===== src/rtl/image_blitter.sv =====
// image_blitter: ROM-to-framebuffer rectangle blitter with clipping, mirroring and optional colour key (BLIT_COLOUR_KEY_EN)
module image_blitter #(
    parameter int IMG_W    = 320,
    parameter int IMG_H    = 240,
    parameter int SCREEN_W = 320,
    parameter int SCREEN_H = 240,
    parameter int XW       = 9,
    parameter int YW       = 8,
    parameter int CW       = 3,
    parameter int AW       = 17,
    parameter int ROM_LAT  = 1,
    parameter int KEY      = 0
) (
    input  logic          clk,
    input  logic          resetn,
    input  logic          start,
    input  logic [XW-1:0] x0,
    input  logic [YW-1:0] y0,
    input  logic          hflip,
    output logic [AW-1:0] rom_addr,
    input  logic [CW-1:0] rom_data,
    output logic [XW-1:0] x_out,
    output logic [YW-1:0] y_out,
    output logic [CW-1:0] colour_out,
    output logic          writeEn,
    output logic          busy,
    output logic          done
);
    localparam int CLW = IMG_W > 1 ? $clog2(IMG_W) : 1;
    localparam int RLW = IMG_H > 1 ? $clog2(IMG_H) : 1;

    typedef enum logic [1:0] {IDLE, SCAN, DRAIN} state_t;

    state_t               state_q, state_d;
    logic [CLW-1:0]       col_q, col_d;
    logic [RLW-1:0]       row_q, row_d;
    logic [AW-1:0]        base_q, base_d;
    logic [1:0]           dcnt_q, dcnt_d;
    logic                 done_q, done_d;
    logic [XW-1:0]        x0_q;
    logic [YW-1:0]        y0_q;
    logic                 hflip_q;
    logic [XW:0]          sx;
    logic [YW:0]          sy;
    logic                 vis;
    logic [ROM_LAT-1:0][XW-1:0] xp_q;
    logic [ROM_LAT-1:0][YW-1:0] yp_q;
    logic [ROM_LAT-1:0]         vp_q;

    // One bit wider than the screen coordinate so an overflowing sum is caught as invisible
    assign sx  = {1'b0, x0_q} + (XW+1)'(col_q);
    assign sy  = {1'b0, y0_q} + (YW+1)'(row_q);
    assign vis = state_q == SCAN && !sx[XW] && !sy[YW] &&
                 sx < (XW+1)'(SCREEN_W) && sy < (YW+1)'(SCREEN_H);

    assign rom_addr   = state_q == SCAN ?
                        base_q + (hflip_q ? AW'(IMG_W-1) - AW'(col_q) : AW'(col_q)) : '0;
    assign x_out      = xp_q[ROM_LAT-1];
    assign y_out      = yp_q[ROM_LAT-1];
    assign colour_out = rom_data;
    assign busy       = state_q != IDLE;
    assign done       = done_q;
`ifdef BLIT_COLOUR_KEY_EN
    assign writeEn    = vp_q[ROM_LAT-1] && rom_data != CW'(KEY);
`else
    assign writeEn    = vp_q[ROM_LAT-1];
`endif

    // State, scan counters and the origin/mirror latched on an accepted start
    always_ff @(posedge clk) begin
        if (!resetn) begin
            state_q <= IDLE;
            col_q   <= '0;
            row_q   <= '0;
            base_q  <= '0;
            dcnt_q  <= '0;
            done_q  <= 1'b0;
            x0_q    <= '0;
            y0_q    <= '0;
            hflip_q <= 1'b0;
        end else begin
            state_q <= state_d;
            col_q   <= col_d;
            row_q   <= row_d;
            base_q  <= base_d;
            dcnt_q  <= dcnt_d;
            done_q  <= done_d;
            if (state_q == IDLE && start) begin
                x0_q    <= x0;
                y0_q    <= y0;
                hflip_q <= hflip;
            end
        end
    end

    // Next state: raster scan with a running row base instead of a multiply, then wait out the ROM latency
    always_comb begin
        state_d = state_q;
        col_d   = col_q;
        row_d   = row_q;
        base_d  = base_q;
        dcnt_d  = '0;
        done_d  = 1'b0;
        case (state_q)
            IDLE: state_d = start ? SCAN : IDLE;
            SCAN: begin
                if (col_q == CLW'(IMG_W-1)) begin
                    col_d = '0;
                    if (row_q == RLW'(IMG_H-1)) begin
                        row_d   = '0;
                        base_d  = '0;
                        state_d = DRAIN;
                    end else begin
                        row_d  = row_q + 1'b1;
                        base_d = base_q + AW'(IMG_W);
                    end
                end else begin
                    col_d = col_q + 1'b1;
                end
            end
            DRAIN: begin
                if (dcnt_q == 2'(ROM_LAT-1)) begin
                    state_d = IDLE;
                    done_d  = 1'b1;
                end else begin
                    dcnt_d = dcnt_q + 1'b1;
                end
            end
            default: state_d = IDLE;
        endcase
    end

    // Coordinate/visibility delay line keeping each write aligned with its ROM word
    always_ff @(posedge clk) begin
        if (!resetn) begin
            xp_q <= '0;
            yp_q <= '0;
            vp_q <= '0;
        end else begin
            xp_q[0] <= sx[XW-1:0];
            yp_q[0] <= sy[YW-1:0];
            vp_q[0] <= vis;
            for (int i = 1; i < ROM_LAT; i++) begin
                xp_q[i] <= xp_q[i-1];
                yp_q[i] <= yp_q[i-1];
                vp_q[i] <= vp_q[i-1];
            end
        end
    end
endmodule


===== config.mk =====
export PLATFORM = sky130hd
export DESIGN_NAME = image_blitter
export DESIGN_NICKNAME = d
export VERILOG_FILES = /design/src/rtl/image_blitter.sv
export SDC_FILE = /design/constraint.sdc
export NUM_CORES = 1
export LEC_CHECK = 0
export ABC_AREA = 1
export CORE_MARGIN = 1
export CORE_UTILIZATION = 45
export CTS_CLUSTER_SIZE = 20
export DETAILED_ROUTE_END_ITERATION = 10
export DONT_BUFFER_PORTS = 1
export MAX_ROUTING_LAYER = met4
export SETUP_SLACK_MARGIN = 0.4
export SLEW_MARGIN = 20
export SYNTH_ARGS = -nofsm -noshare
export SYNTH_HDL_FRONTEND = slang
export SYNTH_SLANG_ARGS = --single-unit

===== constraint.sdc =====
create_clock -name clk -period 5.9 [get_ports clk]
set_clock_uncertainty 0.2 [all_clocks]
set_input_delay 0.295 -clock clk [delete_from_list [all_inputs] [get_ports clk]]
set_output_delay 0.295 -clock clk [all_outputs]
set_load 0.02 [all_outputs]

==> impl_table.tex <==
\begin{tabular}{lr}
\hline
Metric & Value \\
\hline
\multicolumn{2}{l}{\textbf{STA}} \\
\quad Period utilisation layout & 57.1\% \\
\quad Unrepaired setup endpoints after global routing & no \\
\quad Final-layout worst hold slack & 55.0 ps \\
\quad Setup TNS & 0 ps \\
\quad Highest Clock Rate & 297 MHz \\
\quad Tightest slew margin relative to the limit & 56.1\% \\
\quad Hold Violations, Final & 0 \\
\quad Worst Tran Pin Value & 657 ps \\
\quad Setup Viol. Count Final & 0 \\
\quad Final critical-path required period & 3370 ps \\
\quad Max-slew violations & 0 \\
\multicolumn{2}{l}{\textbf{Drt}} \\
\quad Via-to-Cell Ratio & 5.07 \\
\quad Average detailed-routed wire length per instance & 12.5 µm \\
\quad DRC violation count after routing & 0 \\
\quad Number of DRC markers in iteration 0 & 135 \\
\quad Number of vias after detailed routing & 3636 \\
\quad Post-DRT Antenna Nets & 0 \\
\quad Detailed Routing Iterations Pass 1 & 4 \\
\quad Wirelength, routed & 8.95 mm \\
\multicolumn{2}{l}{\textbf{Synthesis}} \\
\quad Proportion of synthesized area in mux cells & 0\% \\
\quad Net count after synthesis & 651 \\
\quad Simple-gate area share of the yosys netlist & 29.5\% \\
\quad Post-Synthesis Cells & 591 \\
\quad Combinational family with the most area after synthesis & simple AND/OR/NAND/NOR gates \\
\quad Netlist cell types & 34 \\
\quad Proportion of synthesized flip-flops having asynchronous set or reset & 0\% \\
\quad Number of flip-flops and latches in the synthesized netlist & 69 \\
\quad Synth warnings & 0 \\
\quad Post-synthesis instance area & 4060 µm² \\
\quad Adder-cell share of the synthesized area & 11.5\% \\
\quad Synthesized-area fraction occupied by xor and xnor cells & 2.59\% \\
\quad Area fraction in compound gates after synthesis & 13.5\% \\
\quad Primary FF master, synth & dfxtp\_1 \\
\quad Sequential element share of the synthesized area & 34.0\% \\
\quad Post-synth EDFFs & 0 \\
\quad Post-synthesis average cell area & 6.88 µm² \\
\multicolumn{2}{l}{\textbf{Die}} \\
\quad I/O pins & 64 \\
\quad Cell row count & 34 \\
\quad Die extent in x & 97.0 µm \\
\quad Die area & 9410 µm² \\
\quad Die outline height & 97.0 µm \\
\quad Initial cell density of the core & 46.6\% \\
\quad Placeable core area & 8720 µm² \\
\multicolumn{2}{l}{\textbf{Setup path}} \\
\quad Setup Crit Path Kind & flip-flop to output port \\
\quad Number of cell instances on the worst register-to-register path & 5 \\
\quad Critical Path Most Common Cell & nand2\_1 \\
\quad Startpoint of the lowest-slack register-to-register path & state\_q[1]\$\_SDFFE\_PN0P\_ \\
\quad Cell family with the largest share of critical-path delay & simple AND/OR/NAND/NOR gates \\
\quad Slowest stage cell on the critical path & dfxtp\_1 \\
\quad CP max stage delay & 450 ps \\
\quad Crit-path cells & inv\_1 -> ha\_1 -> ha\_1 -> nand2\_1 -> o21ai\_0 -> ha\_1 -> a21oi\_1 -> nand2\_1 -> nand2\_1 -> nand2\_1 -> nand2\_1 -> nand3\_1 -> nand2\_1 -> nand2\_1 -> nor2\_1 \\
\quad Launching instance or port of the critical path & col\_q[6]\$\_SDFFE\_PN0P\_ \\
\quad Launching element type of the critical path & flip-flop \\
\quad Crit path arrival time & 2880 ps \\
\quad Required time reported for the critical path endpoint & 5410 ps \\
\quad Critical path capture point type & output port \\
\quad Minimum setup slack among reg-to-reg paths & 3490 ps \\
\quad Crit path buffers/inverters & 1 \\
\quad Maximum net fanout on the critical path & 6 \\
\quad Reg-to-reg endpoint & x0\_q[0]\$\_SDFFE\_PN0P\_ \\
\multicolumn{2}{l}{\textbf{Clock tree}} \\
\quad Post-CTS setup buffers & 0 \\
\quad Clock insertion delay at the later pin of the skew report & 340 ps \\
\quad Count of instances resized after the clock tree is built & 0 \\
\quad Maximum clock path buffer count & 2 \\
\quad Clock tree from TritonCTS & done \\
\quad Total clock sinks & 69 \\
\quad Clock root buffer & clkbuf\_8 \\
\quad H-tree depth & 3 \\
\quad Number of buffers inserted during clock tree synthesis & 9 \\
\quad Clock transition at the registers of the reported paths & 70 ps \\
\multicolumn{2}{l}{\textbf{Place}} \\
\quad Final Wtd Congestion & 0.964 \\
\quad IO Port Bufs & 0 \\
\quad DP HPWL & 6.68 mm \\
\multicolumn{2}{l}{\textbf{Cells and area}} \\
\quad Fraction of layout instances using a drive strength above 1 & 5.58\% \\
\quad Synth-to-Final Area Change & 10.4\% \\
\quad Commonest cells after routing, fill and taps aside & 122 x nand2\_1, 98 x nor2\_1, 70 x inv\_1, 69 x dfxtp\_1, 45 x a21oi\_1 \\
\quad Net count of the finished layout & 665 \\
\quad Most common cell after layout, fill and taps aside & nand2\_1 \\
\quad Fill count & 875 \\
\quad Number of diodes added for antenna fixing & 0 \\
\multicolumn{2}{l}{\textbf{Global routing}} \\
\quad Combined global-route utilization of all metal layers & 21.1\% \\
\quad Vias in the first global route & 3508 \\
\quad Antenna violations before repair & 0 \\
\quad Pin count of the biggest net entering global routing & 33 \\
\quad Global-route wire length before repair & 15.8 mm \\
\quad Global route total overflow & 0 \\
\multicolumn{2}{l}{\textbf{Flow run}} \\
\quad Max\_cap viols & 0 \\
\multicolumn{2}{l}{\textbf{Pwr}} \\
\quad Leakage power of the design & 0.00212 µW \\
\quad Cell Pwr Density & 218 nW/µm² \\
\quad Worst IR Drop VDD & 0.101 mV \\
\multicolumn{2}{l}{\textbf{Hold path}} \\
\quad Worst Hold Path Cells & 2 \\
\quad Worst-case hold path end point & col\_q[3]\$\_SDFFE\_PN0P\_ \\
\quad Origin of the worst min-delay path & resetn \\
\quad Class of the worst hold path & input port to flip-flop \\
\multicolumn{2}{l}{\textbf{Outcome}} \\
\quad Outcome & completed \\
\hline
\end{tabular}
## report_power, final
part | total, µW | switching (µW) | internal [µW]
Sequential | 507 | 22.3 | 485
Clock | 377 | 184 | 193
Combinational | 93.5 | 58.9 | 34.6
Total | 978 | 266 | 712
## cells by family after synthesis
family,after synthesis
compound gates,103
flops,69
buf+inv,91
simple gates,280
fa+ha+maj,36
xor+xnor,12
## final cells by class
| class | count | area [µm²] | area share, % |
|---|---|---|---|
| clock buffers | 9 | 124 | 2.76 |
| well taps | 108 | 135 | 3.01 |
| flip-flops and latches | 69 | 1380 | 30.8 |
| clock inverters | 6 | 63.8 | 1.42 |
| repair buffers | 19 | 185 | 4.13 |
| multi-input cells | 431 | 2310 | 51.6 |
| inverters | 75 | 282 | 6.28 |
## how the worst max path moves through the flow
stage / slack, ps / to / depth (start not counted)
2_1_floorplan: 3150 / rom_addr[15] / 15
3_5_place_dp: 2890 / rom_addr[15] / 15
6_report: 2530 / rom_addr[15] / 15
5_1_grt: 2230 / rom_addr[15] / 15
4_1_cts: 2510 / rom_addr[15] / 15
3_3_place_gp: 2970 / rom_addr[15] / 15
## worst reg2reg max path, cell delays in order (launching register included)
cell	delay (ps)
dfxtp_1	420
nor2_1	110
nand2_1	500
clkinv_1	700
nor2_1	310
nor2_1	70
## stage by stage
stage	instance area [µm²]	utilization (%)	total power, µW	worst slack [ps]	std cells
after global routing	4490	51.4	1030	2230	717
after floorplan	4060	-	585	3150	591
after detailed placement	4110	47.2	600	2890	683
after global placement	4110	47.2	598	2970	683
final	4490	51.4	978	2530	717
after CTS	4490	51.5	991	2510	717
## synth_stat cells, types with 4 or more instances
cell / n / area, µm²
nor3_1: 7 / 35.0
dfxtp_1: 69 / 1380
o21ai_1: 4 / 20.0
o21ai_0: 42 / 210
nand3_1: 28 / 140
inv_1: 70 / 263
clkbuf_1: 11 / 41.3
nor2_1: 98 / 368
a21oi_1: 45 / 225
xnor2_1: 4 / 35.0
xor2_1: 8 / 70.1
nor2_4: 4 / 45.0
ha_1: 34 / 425
nand2_1: 122 / 458
nand4_1: 6 / 37.5
a211oi_1: 4 / 30.0
## what timing repair did
| item | 4_1_cts | 5_1_grt |
|---|---|---|
| hold buffers | 19 | 0 |
| endpoints found under the setup margin | 0 | 0 |
| hold endpoints to repair | 36 | 0 |
## state kept, by name, indices dropped and copies added (netlist names)
signal,cells
base_q,11
dcnt_q,2
x0_q,9
x_out,9
col_q,9
done,1
hflip_q,1
writeEn,1
y0_q,8
y_out,8
row_q,8
state_q,2
## per-layer routing
metal / vias to the layer above / routed length, µm / track usage [%]
met4: 0 / 127 / 7.00
met5: - / 0 / -
met2: 70 / 4110 / 35.0
li1: 1931 / - / -
met1: 1620 / 4370 / 26.3
met3: 15 / 343 / 3.25
(Power assumes the default switching activity.)
